File: src/rtl/booth_pkg.sv
// Shared types and width helpers for the sequential radix-2 Booth multiplier.
// Extended operands carry one guard bit; the accumulator carries two.
package booth_pkg;

    typedef enum logic {
        IDLE = 1'b0,
        RUN  = 1'b1
    } booth_state_t;

    // Operand width after sign/zero extension (one guard bit for unsigned mode)
    function automatic int ext_w(input int width);
        return width + 1;
    endfunction

    // Accumulator width: one more bit again so A - M cannot overflow for M = -2^(WIDTH-1)
    function automatic int acc_w(input int width);
        return width + 2;
    endfunction

endpackage

File: src/rtl/booth_step.sv
// One radix-2 Booth iteration: add/subtract the multiplicand according to
// {Q[0], Q-1}, then arithmetic right shift of {A, Q, Q-1}. Purely combinational.
module booth_step
    import booth_pkg::*;
#(
    parameter int WIDTH = 4
) (
    input  logic signed [acc_w(WIDTH)-1:0] a_i,
    input  logic        [ext_w(WIDTH)-1:0] q_i,
    input  logic                           qm1_i,
    input  logic signed [ext_w(WIDTH)-1:0] ext_m_i,
    output logic signed [acc_w(WIDTH)-1:0] a_o,
    output logic        [ext_w(WIDTH)-1:0] q_o,
    output logic                           qm1_o
);

    localparam int EW = ext_w(WIDTH);
    localparam int AW = acc_w(WIDTH);

    logic signed [AW-1:0] m_sext;
    logic signed [AW-1:0] sum;

    assign m_sext = {ext_m_i[EW-1], ext_m_i};

    always_comb begin
        sum = a_i;
        unique case ({q_i[0], qm1_i})
            2'b01:   sum = a_i + m_sext;
            2'b10:   sum = a_i - m_sext;
            default: sum = a_i;
        endcase
    end

    // Arithmetic shift: replicate the accumulator sign into the vacated MSB
    assign {a_o, q_o, qm1_o} = {sum[AW-1], sum, q_i};

endmodule

File: src/rtl/booth_mult_seq.sv
// Sequential radix-2 Booth multiplier, signed or unsigned, WIDTH+1 cycles per
// product, with start/busy/done handshake, held result and iteration counter.
module booth_mult_seq
    import booth_pkg::*;
#(
    parameter int WIDTH = 4,
    parameter int CW    = $clog2(WIDTH + 2)
) (
    input  logic                 clk,
    input  logic                 rst_n,
    input  logic                 start,
    input  logic                 signed_mode,
    input  logic [WIDTH-1:0]     multiplicand,
    input  logic [WIDTH-1:0]     multiplier,
    output logic [2*WIDTH-1:0]   product,
    output logic                 busy,
    output logic                 done,
    output logic [CW-1:0]        count
);

    localparam int EW = ext_w(WIDTH);
    localparam int AW = acc_w(WIDTH);
    localparam logic [CW-1:0] LAST_ITER = CW'(WIDTH);

    booth_state_t state_q, state_d;

    logic signed [AW-1:0]  a_q,   a_d;
    logic        [EW-1:0]  q_q,   q_d;
    logic                  qm1_q, qm1_d;
    logic signed [EW-1:0]  m_q,   m_d;
    logic [CW-1:0]         count_q,   count_d;
    logic [2*WIDTH-1:0]    product_q, product_d;
    logic                  busy_q,    busy_d;
    logic                  done_q,    done_d;

    logic signed [AW-1:0]  step_a;
    logic        [EW-1:0]  step_q;
    logic                  step_qm1;

    logic [EW-1:0]         ext_mcand;
    logic [EW-1:0]         ext_mplier;

    // Guard bit is the operand sign in signed mode, zero otherwise
    assign ext_mcand  = signed_mode ? {multiplicand[WIDTH-1], multiplicand}
                                    : {1'b0, multiplicand};
    assign ext_mplier = signed_mode ? {multiplier[WIDTH-1], multiplier}
                                    : {1'b0, multiplier};

    booth_step #(
        .WIDTH (WIDTH)
    ) u_step (
        .a_i     (a_q),
        .q_i     (q_q),
        .qm1_i   (qm1_q),
        .ext_m_i (m_q),
        .a_o     (step_a),
        .q_o     (step_q),
        .qm1_o   (step_qm1)
    );

    always_comb begin
        state_d   = state_q;
        a_d       = a_q;
        q_d       = q_q;
        qm1_d     = qm1_q;
        m_d       = m_q;
        count_d   = count_q;
        product_d = product_q;
        busy_d    = busy_q;
        done_d    = 1'b0;

        unique case (state_q)
            IDLE: begin
                if (start) begin
                    m_d     = ext_mcand;
                    q_d     = ext_mplier;
                    a_d     = '0;
                    qm1_d   = 1'b0;
                    count_d = '0;
                    busy_d  = 1'b1;
                    state_d = RUN;
                end
            end
            RUN: begin
                a_d     = step_a;
                q_d     = step_q;
                qm1_d   = step_qm1;
                count_d = count_q + CW'(1);
                // Final iteration: the low 2*WIDTH bits of {A, Q} hold the product
                if (count_q == LAST_ITER) begin
                    product_d = {step_a[WIDTH-2:0], step_q};
                    done_d    = 1'b1;
                    busy_d    = 1'b0;
                    state_d   = IDLE;
                end
            end
            default: state_d = IDLE;
        endcase
    end

    always_ff @(posedge clk or negedge rst_n) begin
        if (!rst_n) begin
            state_q   <= IDLE;
            a_q       <= '0;
            q_q       <= '0;
            qm1_q     <= 1'b0;
            m_q       <= '0;
            count_q   <= '0;
            product_q <= '0;
            busy_q    <= 1'b0;
            done_q    <= 1'b0;
        end else begin
            state_q   <= state_d;
            a_q       <= a_d;
            q_q       <= q_d;
            qm1_q     <= qm1_d;
            m_q       <= m_d;
            count_q   <= count_d;
            product_q <= product_d;
            busy_q    <= busy_d;
            done_q    <= done_d;
        end
    end

    assign product = product_q;
    assign busy    = busy_q;
    assign done    = done_q;
    assign count   = count_q;

endmodule

File: config.mk
export PLATFORM = sky130hd
export DESIGN_NAME = booth_mult_seq
export DESIGN_NICKNAME = d
export VERILOG_FILES = /design/src/rtl/booth_pkg.sv /design/src/rtl/booth_step.sv /design/src/rtl/booth_mult_seq.sv
export SDC_FILE = /design/constraint.sdc
export NUM_CORES = 1
export LEC_CHECK = 0
export CAP_MARGIN = 20
export CORE_MARGIN = 1.5
export CORE_UTILIZATION = 47
export CTS_BUF_LIST = sky130_fd_sc_hd__clkbuf_16
export CTS_CLUSTER_DIAMETER = 50
export DETAILED_ROUTE_END_ITERATION = 8
export PLACE_DENSITY = 0.78
export SYNTH_ARGS = -nofsm -noshare
export SYNTH_HDL_FRONTEND = slang
export SYNTH_SLANG_ARGS = --single-unit
File: constraint.sdc
create_clock -name clk -period 2.3 [get_ports clk]
set_input_delay 0.23 -clock clk [delete_from_list [all_inputs] [get_ports clk]]
set_output_delay 0.23 -clock clk [all_outputs]
set_load 0.01 [all_outputs]
## Word-level counts from Yosys, hierarchy flattened

Cells that the tools add are included.

| cells by class | value |
|---|---|
| add/sub/neg operators | 3 |
| multipliers | 0 |
| divide/modulo/power cells | 0 |
| order comparisons | 0 |
| equal/unequal tests | 5 |
| shifts and indexed selects | 0 |
| mux-type cells | 19 |
| bitwise operators | 1 |
| reduce and logical (&&, ||, !) cells | 3 |

Operators by type and width:

| kind | number |
|---|---|
| case mux 6 bit (2 select lines) | 2 |
| two-way mux 5 bit | 3 |
| case mux 5 bit (2 select lines) | 1 |
| two-way mux 1 bit | 7 |
| adder 6 x 5 -> 6 bit | 1 |
| two-way mux 6 bit | 1 |
| case mux 1 bit (2 select lines) | 3 |
| case mux 3 bit (2 select lines) | 1 |
| AND reduction 2 bit | 3 |
| subtractor 6 x 5 -> 6 bit | 1 |
| adder 3 x 1 -> 3 bit, second input constant | 1 |
| equality test 3 bit, second input constant | 1 |
| two-way mux 3 bit | 1 |
| equality test 2 x 1 -> 1 bit, second input constant | 1 |
| equality test 2 bit, second input constant | 1 |
| inequality test 2 x 1 -> 1 bit, second input constant | 1 |
| inequality test 2 bit, second input constant | 1 |
| inverter 1 bit | 1 |

| storage, ports and cells | value |
|---|---|
| register bits | 31 |
| bits in latches | 0 |
| memory bits (writable) | 0 |
| memory bits (read-only) | 0 |
| logic and storage cells | 40 |
| memories | 0 |

## Logic depth before layout (Yosys ltp)

| logic depth | value |
|---|---|
| depth in word-level cells | 3 |
| depth in mapped cells | 10 |
| gate-level depth less buffers | 10 |

## Modules after synthesis

A second synthesis with hierarchy kept.

| second synthesis, totals | value |
|---|---|
| cell total of the unflattened synthesis | 155 |
| area total of the unflattened synthesis | 1759.2 µm² |

By module, submodules not included:

| module | instances | cells each | area each (µm²) | seq. area each (µm²) |
|---|---|---|---|---|
| booth_mult_seq | 1 | 91 | 1281.2 | 775.7 |
| booth_step | 1 | 64 | 478.0 | 0.0 |

## Least setup slack after synthesis

Ideal clock, no wire load.

| path | value |
|---|---|
| kind | reg2reg |
| start | register qm1_q |
| end | register a_q[3] |
| arrival time | 2.140 ns |
| path slack | 0.078 ns |
| stages on the path, launching flop included | 10 |
| path buffers | 0 |
| clock period less this slack | 2.222 ns |
| cells stage by stage | dfrtp_1 > inv_1 > ha_1 > mux2_2 > fa_1 > nor2b_1 > o21a_1 > nor3_1 > or3_1 > a31oi_1 |

| on the way | value |
|---|---|
| word-level cells in the longest chain between the ends | 3 |
| elaborated cells between the ends (all ways) | 4 |

Ends and longest elaborated chain:

| what | RTL line | RTL |
|---|---|---|
| start: declaration | booth_mult_seq.sv:29 | `logic qm1_q, qm1_d;` |
| start signal: assignment | booth_mult_seq.sv:116 | `qm1_q <= qm1_d;` |
| equality test 2 bit / equality test 2 x 1 -> 1 bit (equally long branches) | booth_step.sv:27 | `unique case ({q_i[0], qm1_i})` |
| case mux 6 bit (2 select lines) * | booth_step.sv:27 |  |
| case mux 6 bit (2 select lines) * | booth_mult_seq.sv:72 | `unique case (state_q)` |
| end signal: assignment | booth_mult_seq.sv:104 | `a_q <= '0;` |
| end signal: assignment | booth_mult_seq.sv:114 | `a_q <= a_d;` |
| end: declaration | booth_mult_seq.sv:27 | `logic signed [AW-1:0] a_q, a_d;` |

Every way passes the cells marked *; elsewhere a longest branch is shown, timed or not.
A chain may end at the register's enable or synchronous reset.

## Final worst setup path

| path | value |
|---|---|
| start | register q_q[0] |
| end | register a_q[3] |

| on the way | value |
|---|---|
| word-level cells in the longest chain between the ends | 3 |
| elaborated cells between the ends (all ways) | 4 |

Ends and longest elaborated chain:

| what | RTL line | RTL |
|---|---|---|
| start: declaration | booth_mult_seq.sv:28 | `logic [EW-1:0] q_q, q_d;` |
| start signal: assignment | booth_mult_seq.sv:115 | `q_q <= q_d;` |
| equality test 2 bit / equality test 2 x 1 -> 1 bit (equally long branches) | booth_step.sv:27 |  |
| case mux 6 bit (2 select lines) * | booth_step.sv:27 |  |
| case mux 6 bit (2 select lines) * | booth_mult_seq.sv:72 |  |

Marks and branches as above.

==> run summary <==
vias per cell: 5.603
Netlist cell types: 36
CP max FO: 6
DR WL/cell: 15.41 um
I/O pins: 25
die height: 60.94 um
fmax: 0.4239 GHz
Final ANT Viol Nets: 0
Total GRT Usage: 21.25%
reg2reg end: a_q[3]
Syn Area/Cell: 10.31 sq um
CTS tree: yes
Max VDD drop: 900.0 uV
fin crit period: 2.359 ns
TritonCTS Sinks: 30
placed inst area: 1894 sq um
Slowest-stage cell, CP: dfrtp_1
hold_buf cts: 0
Die ar.: 3714 sq um
failing checks: setup timing
Initial Util: 50.44%
Cells after DPL: 221
RSZ-0062 raised after global routing: true
Pwr Density: 1878 nW/um^2
reg-to-reg slack, setup: -0.06 ns
leakage power: 0.9725 nW
Iter 0 DRT Violations: 49
design area: 2120 sq um
CP cell instances: ha_4 -> nor2_1 -> xnor2_1 -> ha_1 -> nor2b_2 -> o21a_1 -> o21a_1 -> or3_1 -> a31oi_1
Syn Inst Count: 153
DRT Pass-1 Iters: 5
Final nets: 210
Vias: 1300
Final Util: 67.76%
global-route wire length before repair: 5.699 mm
initial antenna violation count: 0
mapped cell area: 1578 sq um
number of H-tree levels: 2
post-synth top area share: 47.58%
Crit path largest cell delay: 0.42 ns
Max Root-Sink Buffers: 2
cell mode on critical path: o21a_1
ratio of cells with drive above 1 in the final layout: 22.34%
GPL Wtd Cong: 0.7965
Worst setup startpoint: q_q[0]
most frequent cell after synthesis: dfrtp_1
largest net degree at the start of global routing: 31
period utilization: 102.6%
total inserted antenna cells: 0
total of max-cap violations: 0
pins over their slew limit: 0
sequential share of the synthesized area: 47.58%
cell taking the most area after synthesis: dfrtp_1
Syn Nets: 175
Total Wirelength: 3.575 mm
worst reg2reg path startpoint: q_q[0]
HP Class: primary input to asynchronous set/reset pin
Clk Latency, worst-skew pair: 0.27 ns
FFs w/ async S/R, synth: 100.0%
Core ar.: 3128 sq um
synth top area cells: dfrtp_1 (48%), ha_1 (7.1%), mux2_2 (6.4%)
total grt overflow: 0
CTS Buf Count: 5
final hold vios: 0
clk root buf: clkbuf_16
commonest cells in the netlist: dfrtp_1 (30), nand2_1 (15), nor2_1 (11)
Worst Hold Slack: 0.3483 ns
Final Skew: 0.004274 ns
Layout area overhead: 34.34%
number of global-route vias before repair: 1250
register bit count reported by yosys: 30
CP Data Arrival Time: 2.55 ns
Die X: 60.94 um
relative slew slack: 66.15%
total chip power: 3.980 mW
Crit Path Class: register to register
R2R depth: 9
Worst setup SP type: register
Slew @ Worst Pin: 0.5059 ns
Post-DP HPWL: 2.373 mm
Worst-path clk slew: 0.05 ns
I/O Buffers: 24
Filler cells: 220
number of synthesized flops with an enable pin: 0
CP Capture Type: register
post-route insts no fill: 232
DRC viols: 0
Critical Path End: a_q[3]
status: finished with violations
Worst Slack Setup Final: -0.05908 ns
Crit path required time: 2.49 ns
row cnt: 20
Post-synth top flop: dfrtp_1
final setup vio count: 2
Ys Warns: 0
[cell type report]
cell class                      count  area (sq um)  area share [%]
Tap cell                           44         55.05           2.597
Timing Repair Buffer               34         315.3           14.88
Inverter                           11         41.29           1.948
Sequential cell                    30         750.7           35.42
Clock buffer                        5         125.1           5.903
Multi-Input combinational cell    106         822.0           38.78
Clock inverter                      2         10.01          0.4723
[metrics by stage]
| stage | setup TNS (ns) | worst slack [ns] |
|---|---|---|
| floorplan | 0 | 0.07772 |
| global placement | 0 | 0.01213 |
| detailed placement | -0.08668 | -0.08545 |
| CTS | 0 | 0.01092 |
| global route | -0.2354 | -0.08867 |
| finish | -0.09906 | -0.05908 |
[report_power, final]
part           switching, mW  total [mW]  internal [mW]
logic                   1.12        2.35           1.23
clock network          0.206       0.595          0.388
registers              0.237        1.04          0.798
total                   1.56        3.98           2.42
[cell usage in the layout (no fill, tap or decap), drive strengths merged, types with 2 or more instances in the layout]
cell	instances
mux2i	7
inv	11
clkbuf	5
and3	2
a21oi	7
nand3	3
nor3	3
a211oi	2
clkdlybuf4s50	24
nor2	11
nand2	15
mux2	9
o21ai	11
dfrtp	30
ha	9
xnor2	3
buf	10
nor2b	4
clkinv	2
a22o	3
o21a	4
[sequential cells by signal, indices dropped and copies added (netlist names)]
| register | count |
|---|---|
| a_q | 5 |
| qm1_q | 1 |
| q_q | 5 |
| count | 3 |
| busy | 1 |
| state_q | 1 |
| product | 8 |
| m_q | 5 |
| done | 1 |
[metal layers]
metal  track usage (%)  vias to the layer above  routed length, um
li1                  -                      600                  -
met1             27.42                      631               1545
met2             35.18                       52               1793
met3             4.478                       17                139
met4             8.075                        0                 97
met5                 0                        -                  0
[worst min-delay path by stage]
stage,slack [ns],endpoint,startpoint,cells after the start
2_1_floorplan,-0.07,a_q[0],rst_n,0
3_3_place_gp,0.47,product[7],product[7],2
3_5_place_dp,0.48,product[7],product[7],2
4_1_cts,0.36,product[0],rst_n,2
5_1_grt,0.41,product[7],rst_n,2
6_report,0.35,product[0],rst_n,2
[cell families after synthesis]
logic type | Yosys count | share of synthesized area, %
and+or+nand+nor | 44 | 13.48
AOI/OAI and AO/OA | 32 | 13.32
DFF | 30 | 47.58
buffers and inverters | 17 | 4.124
muxes | 16 | 10.86
adders and majority gates | 10 | 8.406
xor gates and xnor gates | 4 | 2.221
[what timing repair did]
item	CTS	global route
pin swaps	1	7
endpoints found under the hold margin	0	0
gates resized for setup	5	9
setup endpoints to repair	3	4
setup buffers	2	2
[worst max-delay path, delay by kind of cell (launching register included)]
kind,cells,cell delay [ns]
adders and majority gates,2,0.47
xor gates and xnor gates,1,0.16
DFF,1,0.42
and+or+nand+nor,3,0.69
AOI/OAI and AO/OA,3,0.53
(Power assumes the default switching activity.)
